===== src/rtl/tv80_wb_intercon.sv =====
// tv80_wb_intercon
// Wishbone interconnect placed directly behind the TV80 Wishbone master.
// Each CPU cycle is routed by its cycle tag to the memory slave (tags 00/10),
// the I/O slave (tag 01), or answered internally (tag 11, interrupt
// acknowledge, returns INT_VECTOR). A watchdog ends any slave cycle that is
// not acknowledged within TIMEOUT request cycles, returns 8'hFF, and records
// the failing address in a sticky error register.
//
// Ports:
//   clk_i, rst_i            clock, asynchronous active-high reset
//   wbs_*                   slave port facing the CPU (registered ack/data)
//   mem_*                   master port to the memory slave (+ M1 marker)
//   io_*                    master port to the I/O slave
//   err_o, err_adr_o        sticky watchdog flag and first failing address
//   err_clr_i               synchronous clear of err_o
module tv80_wb_intercon #(
    parameter int         TIMEOUT    = 255,
    parameter logic [7:0] INT_VECTOR = 8'hFF,
    parameter int         INTA_WAIT  = 2
) (
    input  logic        clk_i,
    input  logic        rst_i,
    input  logic [15:0] wbs_adr_i,
    input  logic [1:0]  wbs_tga_i,
    input  logic [7:0]  wbs_dat_i,
    output logic [7:0]  wbs_dat_o,
    input  logic        wbs_cyc_i,
    input  logic        wbs_stb_i,
    input  logic        wbs_we_i,
    output logic        wbs_ack_o,
    output logic [15:0] mem_adr_o,
    output logic [7:0]  mem_dat_o,
    input  logic [7:0]  mem_dat_i,
    output logic        mem_cyc_o,
    output logic        mem_stb_o,
    output logic        mem_we_o,
    output logic        mem_m1_o,
    input  logic        mem_ack_i,
    output logic [15:0] io_adr_o,
    output logic [7:0]  io_dat_o,
    input  logic [7:0]  io_dat_i,
    output logic        io_cyc_o,
    output logic        io_stb_o,
    output logic        io_we_o,
    input  logic        io_ack_i,
    output logic        err_o,
    output logic [15:0] err_adr_o,
    input  logic        err_clr_i
);

    localparam logic [1:0] ST_IDLE = 2'd0;
    localparam logic [1:0] ST_REQ  = 2'd1;
    localparam logic [1:0] ST_INTA = 2'd2;
    localparam logic [1:0] ST_RESP = 2'd3;

    // Counter value in the last permitted request / INTA cycle.
    localparam logic [7:0] TO_LAST   = 8'(TIMEOUT - 1);
    localparam logic [7:0] INTA_LAST = 8'(INTA_WAIT);

    logic [1:0]  state_q, state_d;
    logic        sel_io_q, sel_io_d;
    logic        m1_q, m1_d;
    logic [7:0]  cnt_q, cnt_d;
    logic [7:0]  rdata_q, rdata_d;
    logic [7:0]  dat_o_q, dat_o_d;
    logic        ack_q, ack_d;
    logic        err_q, err_d;
    logic [15:0] err_adr_q, err_adr_d;

    logic        slave_ack;
    logic        timeout;
    logic        req_active;

    assign req_active = (state_q == ST_REQ);
    // Only the selected slave's ack is honoured; the other is ignored.
    assign slave_ack  = sel_io_q ? io_ack_i : mem_ack_i;

    always_comb begin
        state_d   = state_q;
        sel_io_d  = sel_io_q;
        m1_d      = m1_q;
        cnt_d     = cnt_q;
        rdata_d   = rdata_q;
        dat_o_d   = dat_o_q;
        ack_d     = 1'b0;
        timeout   = 1'b0;
        case (state_q)
            ST_IDLE: begin
                if (wbs_cyc_i && wbs_stb_i) begin
                    cnt_d    = 8'd0;
                    sel_io_d = (wbs_tga_i == 2'b01);
                    m1_d     = (wbs_tga_i == 2'b10);
                    state_d  = (wbs_tga_i == 2'b11) ? ST_INTA : ST_REQ;
                end
            end
            ST_REQ: begin
                // CPU abort beats both ack and timeout.
                if (!wbs_cyc_i) begin
                    state_d = ST_IDLE;
                end else if (slave_ack) begin
                    // Ack wins over a coincident timeout.
                    rdata_d = sel_io_q ? io_dat_i : mem_dat_i;
                    state_d = ST_RESP;
                end else if (cnt_q == TO_LAST) begin
                    timeout = 1'b1;
                    rdata_d = 8'hFF;
                    state_d = ST_RESP;
                end else begin
                    cnt_d = cnt_q + 8'd1;
                end
            end
            ST_INTA: begin
                if (!wbs_cyc_i) begin
                    state_d = ST_IDLE;
                end else if (cnt_q == INTA_LAST) begin
                    rdata_d = INT_VECTOR;
                    state_d = ST_RESP;
                end else begin
                    cnt_d = cnt_q + 8'd1;
                end
            end
            default: begin
                ack_d   = 1'b1;
                dat_o_d = rdata_q;
                state_d = ST_IDLE;
            end
        endcase
    end

    // Sticky error: a timeout always sets the flag even against a clear. The
    // address is only captured for the first failure, or when a clear and a
    // fresh timeout coincide (the new failure becomes the first one).
    always_comb begin
        err_d     = err_q;
        err_adr_d = err_adr_q;
        if (err_clr_i) begin
            err_d = 1'b0;
        end
        if (timeout) begin
            err_d = 1'b1;
            if (!err_q || err_clr_i) begin
                err_adr_d = wbs_adr_i;
            end
        end
    end

    always_ff @(posedge clk_i or posedge rst_i) begin
        if (rst_i) begin
            state_q   <= ST_IDLE;
            sel_io_q  <= 1'b0;
            m1_q      <= 1'b0;
            cnt_q     <= 8'd0;
            rdata_q   <= 8'h00;
            dat_o_q   <= 8'h00;
            ack_q     <= 1'b0;
            err_q     <= 1'b0;
            err_adr_q <= 16'h0000;
        end else begin
            state_q   <= state_d;
            sel_io_q  <= sel_io_d;
            m1_q      <= m1_d;
            cnt_q     <= cnt_d;
            rdata_q   <= rdata_d;
            dat_o_q   <= dat_o_d;
            ack_q     <= ack_d;
            err_q     <= err_d;
            err_adr_q <= err_adr_d;
        end
    end

    // Strobes come straight from registered state, so reset drops them at once.
    assign mem_cyc_o = req_active && !sel_io_q;
    assign mem_stb_o = req_active && !sel_io_q;
    assign mem_m1_o  = req_active && !sel_io_q && m1_q;
    assign io_cyc_o  = req_active && sel_io_q;
    assign io_stb_o  = req_active && sel_io_q;

    assign mem_adr_o = wbs_adr_i;
    assign mem_dat_o = wbs_dat_i;
    assign mem_we_o  = wbs_we_i;
    assign io_adr_o  = wbs_adr_i;
    assign io_dat_o  = wbs_dat_i;
    assign io_we_o   = wbs_we_i;

    assign wbs_ack_o = ack_q;
    assign wbs_dat_o = dat_o_q;
    assign err_o     = err_q;
    assign err_adr_o = err_adr_q;

endmodule


===== config.mk =====
export PLATFORM = sky130hd
export DESIGN_NAME = tv80_wb_intercon
export DESIGN_NICKNAME = d
export VERILOG_FILES = /design/src/rtl/tv80_wb_intercon.sv
export SDC_FILE = /design/constraint.sdc
export NUM_CORES = 1
export LEC_CHECK = 0
export CORE_MARGIN = 4
export CORE_UTILIZATION = 35
export DETAILED_ROUTE_END_ITERATION = 10
export PLACE_DENSITY = 0.66
export REMOVE_ABC_BUFFERS = 1
export SYNTH_ARGS = -nofsm -noshare
export SYNTH_HDL_FRONTEND = slang
export SYNTH_SLANG_ARGS = --single-unit

===== constraint.sdc =====
create_clock -name clk_i -period 2.45 [get_ports clk_i]
set_input_delay 0.735 -clock clk_i [delete_from_list [all_inputs] [get_ports clk_i]]
set_output_delay 0.735 -clock clk_i [all_outputs]
set_load 0.02 [all_outputs]

==> run summary <==
Status
• **result of the run** complete, no violations

Worst setup path
• **Slowest Stage Delay on Critical Path** 0.51 ns
• **Critical R2R Capture** cnt_q[5]
• **launching point of the worst reg2reg path** state_q[0]
• **path depth of the worst reg2reg path** 8
• **crit start category** input port
• **cell-by-cell listing of the critical path** clkdlybuf4s50_1 -> dlygate4sd2_1
• **nature of the critical path endpoint** primary output
• **Critical Path Fanout Max** 3
• **register-to-register setup slack** 0.36 ns
• **Arr. time, crit path** 1.59 ns
• **cell at the slowest stage of the critical path** clkdlybuf4s50_1
• **type of the worst setup path** input port to primary output
• **Worst path top cell family by delay** buffers and inverters
• **count of buffering cells on the critical path with inverters included** 2
• **worst setup path start** wbs_adr_i[8]
• **Data required, critical path** 1.71 ns

Timing
• **worst-case headroom to the max-slew limit** 62.2%
• **highest achievable clock rate** 431 MHz
• **worst-margin pin slew** 0.566 ns
• **Pins Over Slew Limit** 0
• **post-route minimum period** 2.32 ns
• **period utilisation layout** 94.8%
• **final number of setup-violating endpoints** 0
• **clock skew after layout** 0.00785 ns
• **unrepaired setup endpoints after global routing** false
• **final setup slack of the worst path** 0.128 ns
• **Hold Violations, Final** 0

Logic synthesis
• **Post-synth top flop** dfrtp_1
• **number of storage elements in the synthesis netlist** 46
• **number of warnings issued by yosys** 0
• **summed instance area of the synthesized netlist** 2770 um2
• **portion of the post-synthesis area used by sequential elements** 41.5%
• **share of async-settable or async-resettable flops after synthesis** 100%
• **count of cell types in the netlist** 44
• **top-count cell post-synth** buf_4
• **mean area per synthesized cell** 11.2 um2
• **post-synth top area cell** dfrtp_1
• **proportion of netlist area held by the largest area contributor** 41.5%
• **Post-synth EDFFs** 0
• **ranking of synthesized cells by instance count** 52 x buf_4, 46 x dfrtp_1, 22 x mux2_2, 19 x nand2_1, 11 x mux2_4
• **cell count after synthesis** 248
• **top cells by area, synth** dfrtp_1 42%, buf_4 14%, mux2_2 8.9%

Hold path
• **hold endpoint** m1_q
• **type of the worst min-delay path** register to register
• **hold depth** 2
• **worst hold path startpoint** m1_q

Placement
• **HPWL after detailed placement** 4.77 mm
• **final weighted congestion of routability-driven global placement** 0.749
• **Port Buffers** 103
• **worst slack at placement** -0.159 ns

Clock tree
• **CTS tree** built
• **CTS clock-pin slew for the worst setup and hold paths** 0.08 ns
• **later-pin clock latency in the skew report** 0.29 ns
• **total number of clock tree sinks** 46
• **Post CTS Setup Buffer Count** 0
• **Root Driver** clkbuf_8
• **htree depth** 2
• **CTS Hold Buffers Added** 0
• **number of buffers inserted during clock tree synthesis** 5
• **largest buffer count on any clock path** 2

Global routing
• **total congestion overflow** 0
• **number of global-route vias before repair** 2126
• **overall track demand over capacity in global routing** 12.8%
• **first-pass GRT wire length** 10.2 mm
• **pin count of the biggest net entering global routing** 38
• **antenna violations before repair** 0

Finish
• **antenna diode count** 0
• **fraction of final layout cells sized beyond drive strength 1** 24.5%
• **Area Overhead vs Synth** 36.5%
• **final net count** 382
• **final standard cell utilization of the core** 49.0%

Route
• **via count normalized by instance count** 4.85
• **drt drc** 0
• **iteration-0 DRC count of the detailed router** 96
• **Routed WL per cell** 14.3 um
• **Vias** 2081
• **Total Wirelength** 6.14 mm
• **remaining antenna violation count** 0
• **iteration count of the initial detailed-routing pass** 4

Floorplanning
• **floorplan die width** 97.0 um
• **Core ar.** 7730 um2
• **die area** 9410 um2
• **initial core utilization** 35.9%
• **count of boundary I/O pins** 131
• **die height** 97.0 um
• **number of standard-cell rows in the floorplan** 32

Pwr
• **maximum vdd ir drop** 0.442 mV
• **Total Power** 3.02 mW
• **total power density per cell area** 799 nW/um2
• **static leakage** 1.65 nW

Run
• **max-cap viol count** 0

## power breakdown
| group | internal (mW) | switching, mW |
|---|---|---|
| combinational | 0.683 | 0.715 |
| clock | 0.304 | 0.248 |
| sequential | 0.935 | 0.138 |
## kinds of logic after synthesis
| kind of cell | Yosys count | share of synthesized area [%] |
|---|---|---|
| buf+inv | 68 | 16.6 |
| compound gates | 27 | 9.16 |
| fa+ha+maj | 6 | 2.71 |
| flops | 46 | 41.5 |
| mux | 43 | 18.6 |
| simple gates | 58 | 11.3 |
## tightest hold or removal path, delay by kind of cell, from the launching register on
kind,cells,cell delay (ns)
compound gates,1,0.06
flops,1,0.34
simple gates,1,0.04
## registers in the layout, indices dropped and copies added (netlist names)
register and cells:
rdata_q 8, err_adr_o 16, m1_q 1, err_o 1, cnt_q 8, wbs_dat_o 8, sel_io_q 1, state_q 2
wbs_ack_o 1
## metrics by stage
step / instance area, um2 / instances / setup TNS (ns) / hold WS (ns)
floorplan: 2340 / 189 / -0.339 / 0.442
global placement: 3730 / 421 / -5.48 / 0.461
detailed placement: 3730 / 421 / -6.18 / 0.463
CTS: 3790 / 429 / 0 / 0.484
global route: 3780 / 429 / 0 / 0.518
finish: 3780 / 429 / 0 / 0.479
## how the worst max path moves through the flow
stage	endpoint	depth (start not counted)
after floorplan	err_adr_o[0]	4
after global placement	mem_adr_o[7]	2
after detailed placement	io_adr_o[4]	2
after CTS	mem_m1_o	6
after global routing	io_cyc_o	5
final	io_adr_o[8]	2
## final cells by class
type / count / area (um2)
timing repair buffer: 130 / 1200
clock buffer: 6 / 72.6
clock inverter: 2 / 37.5
tap: 102 / 128
sequential: 46 / 1150
multi-input combinational: 134 / 1160
inverter: 9 / 33.8
fill: 717 / 3940
## routing by layer
layer	track usage [%]	wire length, um	up-vias
met3	5.26	627	2
met4	2.05	12	0
met5	0	0	-
met1	15.3	2570	988
li1	-	-	980
met2	22.0	2940	111
## cells in the final DEF (no fill, tap or decap), types with 2 or more instances in the layout
| master | instances |
|---|---|
| a21o_1 | 2 |
| a31oi_1 | 2 |
| and2_1 | 2 |
| and3_1 | 3 |
| buf_12 | 2 |
| buf_4 | 25 |
| clkbuf_2 | 3 |
| clkbuf_8 | 5 |
| clkdlybuf4s50_1 | 66 |
| dfrtp_1 | 46 |
| dlygate4sd2_1 | 34 |
| ha_1 | 6 |
| inv_1 | 8 |
| mux2_2 | 22 |
| mux2_4 | 11 |
| mux2i_1 | 9 |
| nand2_1 | 19 |
| nand2b_1 | 4 |
| nand3_1 | 9 |
| nand3b_1 | 6 |
| nor2_1 | 5 |
| nor4_1 | 2 |
| o21ai_0 | 2 |
| o221ai_1 | 4 |
| o31ai_1 | 6 |
## timing repair
item,CTS,global route
resized for setup,37,6
gates cloned,0,0
endpoints found under the setup margin,37,3
Power figures use the tool's default switching activity.
